==> config.mk <==
export PLATFORM = sky130hd
export DESIGN_NAME = jt51_timer_bank
export DESIGN_NICKNAME = d
export VERILOG_FILES = /design/src/rtl/jt51_timer_pkg.sv /design/src/rtl/jt51_timer_ch.sv /design/src/rtl/jt51_timer_bank.sv
export SDC_FILE = /design/constraint.sdc
export NUM_CORES = 1
export LEC_CHECK = 0
export BUFFER_PORTS_ARGS = -buffer_cell sky130_fd_sc_hd__buf_4
export CAP_MARGIN = 20
export CELL_PAD_IN_SITES_DETAIL_PLACEMENT = 1
export CELL_PAD_IN_SITES_GLOBAL_PLACEMENT = 2
export CORE_MARGIN = 3
export CORE_UTILIZATION = 35
export CTS_BUF_LIST = sky130_fd_sc_hd__clkbuf_16
export CTS_CLUSTER_SIZE = 10
export DETAILED_ROUTE_END_ITERATION = 10
export HOLD_SLACK_MARGIN = 0.05
export PLACE_DENSITY_LB_ADDON = 0.2
export SYNTH_ARGS = -nofsm -noshare
export SYNTH_HDL_FRONTEND = slang
export SYNTH_SLANG_ARGS = --single-unit
==> constraint.sdc <==
create_clock -name clk -period 5.12 [get_ports clk]
set_clock_uncertainty 0.1 [all_clocks]
set_input_delay 0.256 -clock clk [delete_from_list [all_inputs] [get_ports clk]]
set_output_delay 0.256 -clock clk [all_outputs]
set_load 0.05 [all_outputs]
==> src/rtl/jt51_timer_pkg.sv <==
// Shared defaults for the jt51 timer bank and the prescaler-select clamp.
package jt51_timer_pkg;

    localparam int CW_DEFAULT = 10;
    localparam int PW_DEFAULT = 10;
    localparam int DW_DEFAULT = 4;

    function automatic logic [31:0] clamp_presc(input logic [31:0] presc, input logic [31:0] pw);
        logic [31:0] res;
        if (presc > pw) begin
            res = pw;
        end else begin
            res = presc;
        end
        return res;
    endfunction

endpackage

==> src/rtl/jt51_timer_ch.sv <==
// One prescaled up-counting timer: prescaler, counter, run state, sticky flag, overflow pulse.
module jt51_timer_ch
    import jt51_timer_pkg::*;
#(
    parameter int CW = CW_DEFAULT,
    parameter int PW = PW_DEFAULT,
    parameter int DW = DW_DEFAULT
) (
    input  logic          clk,
    input  logic          rst,
    input  logic [CW-1:0] start_value,
    input  logic [DW-1:0] presc,
    input  logic          load,
    input  logic          set_run,
    input  logic          clr_run,
    input  logic          clr_flag,
    input  logic          oneshot,
    output logic          flag,
    output logic          overflow,
    output logic [CW-1:0] cnt
);

    logic [PW-1:0] mult_r;
    logic [CW-1:0] cnt_r;
    logic          run_r;
    logic          flag_r;
    logic          overflow_r;

    logic [31:0]   d_s;
    logic [PW-1:0] mask_s;
    logic          tick_s;
    logic          wrap_s;
    logic [PW-1:0] mult_nx_s;
    logic [CW-1:0] cnt_nx_s;
    logic          run_nx_s;
    logic          flag_nx_s;

    // Next-state logic: load beats counting; run priority clr_run > set_run/load > oneshot stop.
    always_comb begin
        d_s       = clamp_presc(32'(presc), 32'(PW));
        mask_s    = {PW{1'b0}};
        for (int i = 0; i < PW; i++) begin
            mask_s[i] = (32'(i) < d_s);
        end
        tick_s    = ((mult_r & mask_s) == mask_s);
        wrap_s    = 1'b0;
        mult_nx_s = mult_r;
        cnt_nx_s  = cnt_r;

        if (load) begin
            cnt_nx_s  = start_value;
            mult_nx_s = {PW{1'b0}};
        end else if (run_r) begin
            if (!tick_s) begin
                // Masking keeps bits above the current division at zero after a presc change.
                mult_nx_s = (mult_r + {{(PW-1){1'b0}}, 1'b1}) & mask_s;
            end else if (cnt_r != {CW{1'b1}}) begin
                cnt_nx_s  = cnt_r + {{(CW-1){1'b0}}, 1'b1};
                mult_nx_s = {PW{1'b0}};
            end else begin
                cnt_nx_s  = start_value;
                mult_nx_s = {PW{1'b0}};
                wrap_s    = 1'b1;
            end
        end else begin
            mult_nx_s = mult_r;
            cnt_nx_s  = cnt_r;
        end

        if (clr_run) begin
            run_nx_s = 1'b0;
        end else if (set_run || load) begin
            run_nx_s = 1'b1;
        end else if (wrap_s && oneshot) begin
            run_nx_s = 1'b0;
        end else begin
            run_nx_s = run_r;
        end

        if (clr_flag) begin
            flag_nx_s = 1'b0;
        end else if (overflow_r) begin
            flag_nx_s = 1'b1;
        end else begin
            flag_nx_s = flag_r;
        end
    end

    // State registers; the overflow pulse is the registered wrap.
    always_ff @(posedge clk or posedge rst) begin
        if (rst) begin
            mult_r     <= {PW{1'b0}};
            cnt_r      <= {CW{1'b0}};
            run_r      <= 1'b0;
            flag_r     <= 1'b0;
            overflow_r <= 1'b0;
        end else begin
            mult_r     <= mult_nx_s;
            cnt_r      <= cnt_nx_s;
            run_r      <= run_nx_s;
            flag_r     <= flag_nx_s;
            overflow_r <= wrap_s;
        end
    end

    assign flag     = flag_r;
    assign overflow = overflow_r;
    assign cnt      = cnt_r;

endmodule

==> src/rtl/jt51_timer_bank.sv <==
// NCH independent jt51-style timers with sticky flags and a shared active-low interrupt.
module jt51_timer_bank
    import jt51_timer_pkg::*;
#(
    parameter int NCH = 2,
    parameter int CW  = CW_DEFAULT,
    parameter int PW  = PW_DEFAULT,
    parameter int DW  = DW_DEFAULT
) (
    input  logic              clk,
    input  logic              rst,
    input  logic [NCH*CW-1:0] start_value,
    input  logic [NCH*DW-1:0] presc,
    input  logic [NCH-1:0]    load,
    input  logic [NCH-1:0]    set_run,
    input  logic [NCH-1:0]    clr_run,
    input  logic [NCH-1:0]    clr_flag,
    input  logic [NCH-1:0]    oneshot,
    input  logic [NCH-1:0]    irq_en,
    output logic [NCH-1:0]    flag,
    output logic [NCH-1:0]    overflow,
    output logic [NCH*CW-1:0] cnt_out,
    output logic              irq_n
);

    genvar g;
    generate
        for (g = 0; g < NCH; g++) begin : g_ch
            jt51_timer_ch #(
                .CW (CW),
                .PW (PW),
                .DW (DW)
            ) u_ch (
                .clk         (clk),
                .rst         (rst),
                .start_value (start_value[g*CW +: CW]),
                .presc       (presc[g*DW +: DW]),
                .load        (load[g]),
                .set_run     (set_run[g]),
                .clr_run     (clr_run[g]),
                .clr_flag    (clr_flag[g]),
                .oneshot     (oneshot[g]),
                .flag        (flag[g]),
                .overflow    (overflow[g]),
                .cnt         (cnt_out[g*CW +: CW])
            );
        end
    endgenerate

    assign irq_n = ~|(flag & irq_en);

endmodule

======== Yosys cells after proc, flatten, opt, wreduce, memory -nomap -nowiden ========
Cells that the tools add are included.
cells by class
  add/sub/neg operators ................... 4
  magnitude comparators ................... 22
  equality and inequality tests ........... 4
  muxes and demuxes ....................... 34
  bitwise logic cells ..................... 5
  reduce and logical (&&, ||, !) cells .... 16
operators by type and width
  operator                                                             number
  10-bit two-way mux                                                   14
  10-bit by 1-bit adder with 10-bit output, second input constant      4
  10-bit AND                                                           4
  3-bit by 4-bit < comparator with 1-bit output, first input constant  8
  10-bit equality test                                                 2
  10-bit != test, second input constant                                2
  1-bit two-way mux                                                    18
  1-bit by 4-bit < comparator with 1-bit output, first input constant  4
  2-bit by 4-bit < comparator with 1-bit output, first input constant  4
  4-bit < comparator, first input constant                             4
  2-bit nonzero test                                                   6
  4-bit > comparator, second input constant                            2
  4-bit two-way mux                                                    2
  3-bit nonzero test                                                   2
  2-bit AND reduction                                                  2
  2-bit AND                                                            1
  1-bit logical AND                                                    2
  1-bit logical OR                                                     2
  2-bit OR reduction                                                   1
  1-bit zero test                                                      1
word-level totals
  register bits after elaboration ......... 46
  input bits .............................. 42
  output and inout port bits .............. 25
  logic and storage cells ................. 95

======== Depth between registers and ports, before layout ========
Gate-level depths: netlist (run 1).
  depth in word-level cells ............... 12
  mapped depth ............................ 9
  gate-level depth less buffers ........... 7

======== Hierarchy ========
Synthesis (run 1) repeated with hierarchy kept, for this count alone.
unflattened totals
  cells, all modules ...................... 379
  area, all modules ....................... 3365.7 um^2
by module, submodules not included
  module           times used  cells an instance  area an instance (um^2)  sequential area each (um^2)
  jt51_timer_ch    2           189                1676.6                   575.6
  jt51_timer_bank  1           1                  12.5                     0.0

======== Worst setup path after synthesis (run 1) ========
Ideal clock, no wire load.
  path type ............................... flip-flop to flip-flop
  from .................................... reg g_ch[0].u_ch.cnt_r[0]
  to ...................................... reg g_ch[0].u_ch.cnt_r[5]
  library setup time ...................... 0.138 ns
  arrival ................................. 2.136 ns
  required time ........................... 4.882 ns
  slack ................................... 2.746 ns
  cell stages (with the launch flop) ...... 8
  buffers on the path ..................... 0
  period minus slack after synthesis ...... 2.374 ns
  cells stage by stage .................... dfrtp_1 -> ha_1 -> nand4_1 -> nor3_1 -> nand2b_1 -> a41oi_1 -> a21oi_1 -> o22ai_1
between the ends
  longest elaborated chain between the ends .. 5
  elaborated cells on any way between the ends .. 6
  those cells by class .................... add/sub: 1; eq/ne: 1; mux: 4
RTL lines
  item                                                                               line                                      text
  from (decl)                                                                        jt51_timer_ch.sv:24                       logic [CW-1:0] cnt_r;
  from (signal assigned)                                                             jt51_timer_ch.sv:93                       cnt_r <= {CW{1'b0}};
  from (signal assigned)                                                             jt51_timer_ch.sv:99                       cnt_r <= cnt_nx_s;
  10-bit by 1-bit adder with 10-bit output / 10-bit != test (equally long branches)  jt51_timer_ch.sv:58, jt51_timer_ch.sv:57
  10-bit two-way mux *                                                               jt51_timer_ch.sv:57                       end else if (cnt_r != {CW{1'b1}}) begin
  10-bit two-way mux *                                                               jt51_timer_ch.sv:54                       if (!tick_s) begin
  10-bit two-way mux *                                                               jt51_timer_ch.sv:53                       end else if (run_r) begin
  10-bit two-way mux *                                                               jt51_timer_ch.sv:50                       if (load) begin
Mark *: on every way between the ends. The rest lies on a longest branch, timed or not. The select of a mux whose other input is x is not followed.
A chain may end at the register's enable or synchronous reset.

======== Worst setup path after layout (run 1) ========
  from .................................... reg g_ch[0].u_ch.mult_r[0]
  to ...................................... reg g_ch[0].u_ch.cnt_r[3]
between the ends
  longest elaborated chain between the ends .. 4
RTL lines
  item                                  line                 text
  from (decl)                           jt51_timer_ch.sv:23  logic [PW-1:0] mult_r;
  from (signal assigned)                jt51_timer_ch.sv:92  mult_r <= {PW{1'b0}};
  from (signal assigned)                jt51_timer_ch.sv:98  mult_r <= mult_nx_s;
  10-bit AND                            jt51_timer_ch.sv:45  tick_s = ((mult_r & mask_s) == mask_s);
  10-bit equality test                  jt51_timer_ch.sv:45
  2-bit nonzero test (no source line)   -
  2-bit AND reduction (no source line)  -
No other way between the ends.

==> impl_results.md, run 1 <==
* DP Area at 0.003647 mm^2
* Design Area, Final at 0.003862 mm^2
* Hold Vio Cnt, Final at 0
* Tmin final at 2.816 ns
* Run status: complete, no violations
* Worst-margin pin slew at 0.8139 ns
* Min-delay src: start_value[16]
* Clk buf depth at 2
* Period utilization at 0.5500
* DR top layer: met4
* Starting density of the core at 0.3697
* Cell row count at 33
* Setup TNS at 0 ns
* Vias in the first global route at 3210
* Wirelength per Cell at 17.40 um
* Root Buffer: clkbuf_16
* CP max FO at 14
* Overflow after GRT at 0
* Total power at 0.9939 mW
* Post-CTS resize count at 0
* Synth Flop Type: dfrtp_1
* Max H-tree Level at 2
* Relative slew slack at 0.4532
* DR vias at 3137
* Die H at 100.6 um
* Post-CTS Setup Inserts at 0
* Pre-CTS setup slack at 2.374 ns
* Synth unique cells at 67
* CORE AREA at 0.008464 mm^2
* Worst Hold Class: in -> reg
* RSZ-0062 raised after global routing: no
* GRT Total Usage at 0.1905
* Worst setup slack after layout at 2.304 ns
* Final setup fails at 0
* Min-Delay Endpoint: g_ch[1].u_ch.cnt[6]
* Average cell area after synthesis at 8.345 um^2
* Area contributors post-synth: dfrtp_1 37%, nor2_1 4.8%, nand2_1 4.1%, nand3_1 4.0%, a21oi_1 3.7%
* WP data required at 5.20 ns
* Initial antenna violation count at 0
* Diode count at 0
* Via/cell ratio at 5.788
* Reg clk slew, reported paths at 0.07 ns
* Maxcap violations at 0
* Largest net degree at the start of global routing at 47
* Post-synth ARST share at 1.000
* Met2 wire length at 4502 um
* Die X at 100.6 um
* Final Slew Violations at 0
* Starting DRC count in detailed routing at 50
* TritonCTS Buffers at 5
* Synth cell count leaders: 46 x dfrtp_1, 40 x nor2_1, 34 x nand2_1, 25 x nand3_1, 23 x a21oi_1
* Critical path capture point type: register
* Syn_nets at 421
* Worst skew pair latency at 0.29 ns
* Post-Syn Area at 0.003129 mm^2
* VDD IR-drop max at 0.0001327 V
* Crit path launch type: register
* Reg-to-Reg Start: g_ch[0].u_ch.mult_r[0]
* Post-synthesis sequential area ratio at 0.3679
* GP Congestion at 0.8426
* Cell Pwr Density at 257.3 mW/mm^2
* Final #Nets at 482
* CTS tree: done
* Number of synthesized flops with an enable pin at 0
* Layout cells sized above 1 at 0.2174
* Synthesis Warnings at 0
* Antenna Violating Nets Remaining at 0
* First-pass GRT wire length at 15790 um
* Final WL at 9432 um
* CTS Sinks at 46
* Static leakage at 1.655 nW
* Kind of critical path: reg -> reg
* DRT Pass-1 Iters at 4
* Most numerous cell in the Yosys netlist: dfrtp_1
* Hold Path Cell Cnt at 3
* Worst Path Arrival at 2.89 ns
* Die area at 0.01011 mm^2
* Buffers on Ports at 66
* Worst r2r dst: g_ch[0].u_ch.cnt[3]
* I/O Pins at 67
* Cell count after synthesis at 375
* R2R setup slack at 2.30 ns
* Worst reg-to-reg path cell count at 5
* Area growth from synthesis to layout at 23.43%
* Post-synth top area share at 0.3679
* Peak Freq at 355.1 MHz
* Post-DP HPWL at 6826 um
* Flops & latches, synth at 46
* Yosys top cell by area: dfrtp_1
* Metal-1 WL at 4392 um
* DRC Markers at 0
* WL met3 at 396 um
## report_power, final
group / switching (mW) / internal, mW
logic: 0.161 / 0.0939
registers: 0.0365 / 0.386
clock network: 0.139 / 0.177
## registers in the layout, summed over array words and instances (netlist names)
name                cells
g_ch.u_ch.cnt          20
g_ch.u_ch.mult_r       20
g_ch.u_ch.flag          2
g_ch.u_ch.overflow      2
g_ch.u_ch.run_r         2
## metal layers
layer,vias to the layer above,GRT usage
li1,1515,-
met1,1538,0.2474
met2,70,0.3226
met3,14,0.03253
met4,0,0.06010
met5,-,0
## worst max path at each step
| stage | start | endpoint | slack [ns] | cells after the start |
|---|---|---|---|---|
| 6_report | g_ch[0].u_ch.mult_r[0] | g_ch[0].u_ch.cnt[3] | 2.30 | 5 |
| 5_1_grt | g_ch[0].u_ch.mult_r[0] | g_ch[0].u_ch.cnt[3] | 2.07 | 5 |
| 4_1_cts | g_ch[0].u_ch.mult_r[0] | g_ch[0].u_ch.cnt[3] | 2.36 | 5 |
| 3_5_place_dp | g_ch[0].u_ch.mult_r[0] | g_ch[0].u_ch.cnt[3] | 2.37 | 5 |
| 3_3_place_gp | g_ch[0].u_ch.mult_r[0] | g_ch[0].u_ch.cnt[3] | 2.46 | 5 |
| 2_1_floorplan | g_ch[0].u_ch.cnt[0] | g_ch[0].u_ch.cnt[5] | 2.75 | 7 |
## logic make-up after synthesis
family          after synthesis  share of synthesized area
buf+inv                      37                    0.05637
fa+ha+maj                     4                    0.01599
flops                        46                     0.3679
simple gates                173                     0.2803
compound gates              107                     0.2551
xor+xnor                      3                   0.008398
mux                           5                    0.01599
## final cells by class
cell class	instances	area (um^2)
clock buffers	5	125.1
clock inverters	3	12.51
fillers	1047	4602
inverters	18	67.56
multi-input cells	292	1802
flip-flops and latches	46	1151
well taps	105	131.4
repair buffers	73	573.1
## placed cells by master (no fill, tap or decap), drive strengths merged, types with 6 or more instances in the layout
cell     n
or2      7
nor3    15
nor2    41
a211oi   6
nand3   26
and3     9
nand2   34
nand2b  10
a21oi   25
dfrtp   46
buf     68
o21ai   15
nand4   11
a31oi   16
inv     19
## through the flow
stage	util	instances	hold slack, ns
2_1_floorplan	-	375	0.2191
3_3_place_gp	0.4309	527	0.3064
3_5_place_dp	0.4309	527	0.3093
4_1_cts	0.4519	539	0.07038
5_1_grt	0.4563	542	0.07319
6_report	0.4563	542	0.07486
## worst max-delay path, cell delays in order (launching register included)
cell and delay [ns]:
dfrtp_1 0.49, o21ai_0 0.21, a2111oi_4 0.81, and3_1 0.60, nand4_1 0.17, a222oi_1 0.32
## repair_timing
| item | CTS | global route |
|---|---|---|
| hold buffers | 4 | 1 |
| hold endpoints to repair | 4 | 9 |
| setup endpoints to repair | 0 | 0 |
(Power assumes the default switching activity.)
==> inputs of run 2 (changes only) <==
Settings changed: ABC_AREA from default to 1, CORE_UTILIZATION 35 to 28.
Clock period 5.12 ns to 2.35 ns, I/O delays scaled along.
==> impl_results.md, run 2 <==
* Post-Syn Area at 0.003113 mm^2 (-0.52%)
* Final setup fails at 0 (unchanged)
* Reg clk slew, reported paths at 0.08 ns (about the same)
* Synth Flop Type: dfrtp_1
* Post-synthesis sequential area ratio at 0.3698 (+0.001922)
* Average cell area after synthesis at 7.412 um^2 (-11%)
* Static leakage at 1.871 nW (+13%)
* Worst Path Arrival at 2.25 ns (-0.64 ns)
* WP data required at 2.42 ns (-2.78 ns)
* Crit path launch type: register
* TritonCTS Buffers at 5 (unchanged)
* Worst Hold Class: in -> reg
* Worst skew pair latency at 0.29 ns (about the same)
* Synthesis Warnings at 0 (unchanged)
* R2R setup slack at 0.17 ns (-2.13 ns)
* Reg-to-Reg Start: g_ch[1].u_ch.cnt[0]
* GP Congestion at 0.7896 (-6.3%)
* Post-DP HPWL at 7373 um (+8.0%)
* Vias in the first global route at 3343 (+4.1%)
* GRT Total Usage at 0.1562 (-0.03432)
* Pre-CTS setup slack at 0.3531 ns (-2.021 ns)
* Post-synth top area share at 0.3698 (+0.001922)
* Most numerous cell in the Yosys netlist: nand2_1
* Post-synth ARST share at 1.000 (unchanged)
* RSZ-0062 raised after global routing: no
* Final Util at 0.3860 (-0.07035)
* Period utilization at 0.9273 (+0.3773)
* CTS tree: done
* Area contributors post-synth: dfrtp_1 37%, nand2_1 12%, nand3_1 6.1%, inv_1 5.1%, o21ai_0 3.5%
* Hold Path Cell Cnt at 4 (+1)
* Maxcap violations at 0 (unchanged)
* Layout cells sized above 1 at 0.2372 (+0.01976)
* VDD IR-drop max at 0.0003519 V (+170%)
* Buffers on Ports at 66 (unchanged)
* Fillers at 1320 (+26%)
* Setup TNS at 0 ns (unchanged)
* Root Buffer: clkbuf_16
* Worst reg-to-reg path cell count at 9 (+4)
* Wirelength per Cell at 15.01 um (-14%)
* Die X at 111.4 um (+11%)
* First-pass GRT wire length at 16370 um (+3.7%)
* Starting density of the core at 0.2949 (-0.07477)
* DRC Markers at 0 (unchanged)
* Final WL at 9636 um (+2.2%)
* Area growth from synthesis to layout at 30.87%
* Relative slew slack at 0.6438 (+0.1906)
* Flops & latches, synth at 46 (unchanged)
* Commonest non-fill, non-tap cell in the layout: nand2_1
* Worst setup slack after layout at 0.1708 ns (-2.133 ns)
* CORE AREA at 0.01056 mm^2 (+25%)
* Starting DRC count in detailed routing at 87 (+74%)
* Run status: complete, no violations
* Syn_nets at 466 (+11%)
* Synth cell count leaders: 99 x nand2_1, 46 x dfrtp_1, 42 x inv_1, 38 x nand3_1, 28 x nor2_1
* Register Area at 0.001152 mm^2 (+0.11%)
* Area occupied by multi-input gates at 0.001694 mm^2 (-6.0%)
* Final Slew Violations at 0 (unchanged)
* Overflow after GRT at 0 (unchanged)
* Cell count after synthesis at 420 (+12%)
* Peak Freq at 458.9 MHz (+29%)
* Largest net degree at the start of global routing at 25 (-47%)
* Die H at 111.4 um (+11%)
* Antenna Violating Nets Remaining at 0 (unchanged)
* Min-delay src: oneshot[0]
* Most frequent cells in the layout: 99 x nand2_1, 76 x buf_4, 45 x dfrtp_1, 41 x inv_1, 38 x nand3_1
* Worst-margin pin slew at 0.5335 ns (-0.2803 ns)
* Worst r2r dst: g_ch[1].u_ch.run_r
* CP max FO at 6 (-8)
* Initial antenna violation count at 0 (unchanged)
* DR vias at 3213 (+2.4%)
* Number of synthesized flops with an enable pin at 0 (unchanged)
* Via/cell ratio at 5.005 (-14%)
* Synth unique cells at 39 (-42%)
* Min-Delay Endpoint: g_ch[0].u_ch.run_r
* DRT Pass-1 Iters at 4 (unchanged)
* Clk buf depth at 2 (unchanged)
* Diode count at 0 (unchanged)
* CTS Sinks at 46 (unchanged)
* Final #Nets at 551 (+14%)
* Die area at 0.01242 mm^2 (+23%)
* Critical path capture point type: register
* Tmin final at 2.179 ns (-0.6370 ns)
* Kind of critical path: reg -> reg
* Cell Pwr Density at 635.1 mW/mm^2 (+150%)
* Cell row count at 37 (+12%)
* I/O Pins at 67 (unchanged)
* Yosys top cell by area: dfrtp_1
* Hold Vio Cnt, Final at 0 (unchanged)
* Max H-tree Level at 2 (unchanged)
==> run 2: cell count changes after synthesis, moves of 12 or more <==
cell     before  now
a31oi_1      16    1
inv_1        18   42
nand2_1      34   99
nand3_1      25   38
nor2_1       40   28
==> run 2: layout make-up <==
| cell class | count | area share |
|---|---|---|
| Clock buffer | 5 | 0.03071 |
| Clock inverter | 3 | 0.01106 |
| Inverter | 47 | 0.04330 |
| Multi-Input combinational cell | 315 | 0.4158 |
| Sequential cell | 46 | 0.2829 |
| Tap cell | 136 | 0.04177 |
| Timing Repair Buffer | 90 | 0.1744 |
==> run 2: timing repair <==
item	in CTS	in global routing
setup endpoints to repair	0	1
resized for setup	0	2
setup buffers	0	3
hold buffers	14	0
endpoints found under the hold margin	33	0
==> run 2: how the worst max path moves through the flow <==
stage                                     end           startpoint  cells past startpoint  slack [ns]
after global routing       g_ch[1].u_ch.run_r  g_ch[1].u_ch.cnt[0]                      9       0.005
after global placement    g_ch[0].u_ch.cnt[0]  g_ch[0].u_ch.cnt[0]                     10        0.42
final                      g_ch[1].u_ch.run_r  g_ch[1].u_ch.cnt[0]                      9        0.17
after detailed placement  g_ch[0].u_ch.cnt[0]  g_ch[0].u_ch.cnt[0]                     10        0.35
after floorplan           g_ch[1].u_ch.cnt[9]  g_ch[1].u_ch.cnt[0]                      8        0.23
after CTS                  g_ch[1].u_ch.run_r  g_ch[1].u_ch.cnt[0]                      9        0.09
==> run 2: metal layers <==
| layer | share of wire | global-route usage |
|---|---|---|
| met1 | 0.48 | 0.2071 |
| met2 | 0.48 | 0.2682 |
| met3 | 0.028 | 0.02609 |
| met4 | 0.012 | 0.03406 |
| met5 | 0 | 0 |
==> run 2: worst max-delay path, cell delays in order (launching register included) <==
cell	delay, ns
dfrtp_2	0.41
ha_2	0.20
nand2_1	0.09
nor2_4	0.17
nand4_4	0.13
nor3_1	0.17
nand4_1	0.11
nand2_1	0.08
a21oi_1	0.06
dlygate4sd3_1	0.55
==> run 2: cells by family after synthesis <==
kind of cell             Yosys count  synth area share
AND/OR/NAND/NOR                  216            0.3284
AO/OA/AOI/OAI                     83            0.1652
buffers and inverters             59           0.08681
flip-flops                        46            0.3698
XOR/XNOR                          12           0.03376
adder cells (fa/ha/maj)            4           0.01608
==> run 2: per-stage QoR <==
stage | area, um^2 | power, mW | cells | hold WS, ns
6_report | 4074 | 2.587 | 642 | 0.04490
5_1_grt | 4074 | 2.730 | 642 | 0.07815
4_1_cts | 4048 | 2.616 | 639 | 0.05009
3_5_place_dp | 3737 | 1.736 | 617 | 0.1154
3_3_place_gp | 3737 | 1.727 | 617 | 0.1220
2_1_floorplan | 3113 | 1.465 | 420 | 0.08064
==> run 2: power by group <==
part | internal, mW | total [mW] | switching [mW]
sequential | 0.861 | 0.972 | 0.111
combinational | 0.277 | 0.768 | 0.491
clock | 0.503 | 0.848 | 0.345
==> inputs of run 3 (changes only) <==
Settings changed: ABC_AREA 1 to 0, CORE_UTILIZATION 28 to 29.
==> impl_results.md, run 3 (synthesized netlist as in run 1, its figures left out) <==
* Hold Vio Cnt, Final at 0 (unchanged)
* Starting density of the core at 0.3004 (+0.005494)
* CP max FO at 10 (+4)
* Kind of critical path: reg -> reg
* DR vias at 3235 (+0.68%)
* First-pass GRT wire length at 16500 um (+0.80%)
* Setup TNS at 0 ns (unchanged)
* Worst skew pair latency at 0.28 ns (about the same)
* CORE AREA at 0.01042 mm^2 (-1.3%)
* Cell row count at 37 (unchanged)
* GP Congestion at 0.8160 (+3.3%)
* Total power at 2.327 mW (-10%)
* Buffers on Ports at 66 (unchanged)
* CTS tree: done
* Final #Nets at 504 (-8.5%)
* Critical path capture point type: register
* Root Buffer: clkbuf_16
* RSZ-0062 raised after global routing: no
* DRC Markers at 0 (unchanged)
* Worst r2r dst: g_ch[0].u_ch.cnt[6]
* Most frequent cells in the layout: 75 x buf_4, 44 x dfrtp_1, 40 x nor2_1, 34 x nand2_1, 25 x nand3_1
* Post-CTS Setup Inserts at 0 (unchanged)
* Cell Pwr Density at 562.9 mW/mm^2 (-11%)
* Die X at 109.9 um (-1.4%)
* Via/cell ratio at 5.437 (+8.6%)
* Layout cells sized above 1 at 0.2309 (-0.006217)
* Largest net degree at the start of global routing at 25 (unchanged)
* DRT Pass-1 Iters at 4 (unchanged)
* Post-DP HPWL at 7413 um (+0.55%)
* Tmin final at 2.162 ns (-0.01711 ns)
* Static leakage at 1.768 nW (-5.5%)
* Final Slew Violations at 0 (unchanged)
* Max H-tree Level at 2 (unchanged)
* Die H at 109.9 um (-1.4%)
* TritonCTS Buffers at 5 (unchanged)
* GRT Total Usage at 0.1694 (+0.01318)
* Worst Hold Class: in -> reg
* Worst-margin pin slew at 0.6891 ns (+0.1555 ns)
* Antenna Violating Nets Remaining at 0 (unchanged)
* I/O Pins at 67 (unchanged)
* Die area at 0.01207 mm^2 (-2.8%)
* Reg clk slew, reported paths at 0.07 ns (about the same)
* Initial antenna violation count at 0 (unchanged)
* Crit path cell chain: o21ai_0 > a2111oi_4 > buf_4 > nand3_2 > o311ai_1 > o211ai_1
* Clk buf depth at 2 (unchanged)
* Worst reg-to-reg path cell count at 6 (-3)
* Relative slew slack at 0.5389 (-0.1049)
* Worst Path Arrival at 2.21 ns (-0.04 ns)
* WP data required at 2.40 ns (-0.02 ns)
* Min-Delay Endpoint: g_ch[1].u_ch.cnt[2]
* Run status: complete, no violations
* Slowest CP cell: dfrtp_1
* VDD IR-drop max at 0.0004036 V (+15%)
* Peak Freq at 462.5 MHz (+0.79%)
* Final setup fails at 0 (unchanged)
* Overflow after GRT at 0 (unchanged)
* Final WL at 10080 um (+4.6%)
* Period utilization at 0.9200 (-0.007279)
* CP peak stage delay at 0.50 ns (-0.05 ns)
* Min-delay src: start_value[12]
* Area growth from synthesis to layout at 32.11%
* Commonest non-fill, non-tap cell in the layout: buf_4
* R2R setup slack at 0.19 ns (+0.02 ns)
* Vias in the first global route at 3330 (-0.39%)
* Starting DRC count in detailed routing at 92 (+5.7%)
* CTS Sinks at 46 (unchanged)
* Wirelength per Cell at 16.94 um (+13%)
* Reg-to-Reg Start: g_ch[0].u_ch.mult_r[0]
* Maxcap violations at 0 (unchanged)
* Diode count at 0 (unchanged)
* Hold Path Cell Cnt at 3 (-1)
* Crit path launch type: register
run 3: changes by cell type in the layout (fill, tap and decap cells not counted), sizes merged, moves of 7 or more:
cell	change
a31oi	+15
and3	+9
or2	+7
nand4	-7
inv	-27
nand3	-14
nand2b	+10
a21oi	+8
nand2	-73
o22ai	-9
o21ai	-23
run 3: final cells by class:
type / count / area (um^2)
fillers: 1276 / 6282
flip-flops and latches: 46 / 1154
repair buffers: 95 / 763.2
inverters: 18 / 67.56
well taps: 136 / 170.2
clock inverters: 3 / 41.29
clock buffers: 5 / 125.1
multi-input cells: 292 / 1813
run 3: power breakdown:
group	internal (mW)	switching, mW
clock network	0.499	0.320
registers	0.842	0.0796
logic	0.223	0.364
total	1.56	0.763
run 3: metal layers:
metal  routed length [um]  track usage  vias to the layer above
met3                  398      0.02819                        8
met5                    0            0                        -
met2                 4979       0.2925                       68
met1                 4619       0.2200                     1598
met4                   80      0.04007                        0
li1                     -            -                     1561
run 3: stage by stage:
stage	instance area (um^2)	hold WS, ns	setup slack (ns)	utilization	cells
floorplan	3137	0.08064	0.1258	-	375
global placement	3761	0.07763	0.2923	0.3611	567
detailed placement	3761	0.09277	0.1920	0.3611	567
CTS	4128	0.05404	0.1470	0.3963	595
global route	4134	0.07395	0.01904	0.3969	595
finish	4134	0.04618	0.1879	0.3969	595
run 3: how the worst max path moves through the flow:
| stage | slack (ns) | to | start | depth (start not counted) |
|---|---|---|---|---|
| detailed placement | 0.19 | g_ch[0].u_ch.cnt[3] | g_ch[0].u_ch.mult_r[0] | 5 |
| finish | 0.19 | g_ch[0].u_ch.cnt[6] | g_ch[0].u_ch.mult_r[0] | 6 |
| global route | 0.02 | g_ch[0].u_ch.cnt[3] | g_ch[0].u_ch.mult_r[0] | 5 |
| floorplan | 0.13 | g_ch[0].u_ch.cnt[5] | g_ch[0].u_ch.cnt[0] | 7 |
| CTS | 0.15 | g_ch[0].u_ch.cnt[3] | g_ch[0].u_ch.mult_r[0] | 5 |
| global placement | 0.29 | g_ch[0].u_ch.cnt[9] | g_ch[0].u_ch.mult_r[0] | 6 |
run 3: worst max-delay path: cells and delay by family (launching register included):
| family | cells | cell delay (ns) |
|---|---|---|
| flops | 1 | 0.50 |
| simple gates | 1 | 0.11 |
| compound gates | 4 | 1.06 |
| buf+inv | 1 | 0.25 |
run 3: what timing repair did:
item	CTS	global route
hold buffers	20	0
setup endpoints to repair	0	1
resized for setup	0	1
hold endpoints to repair	37	0
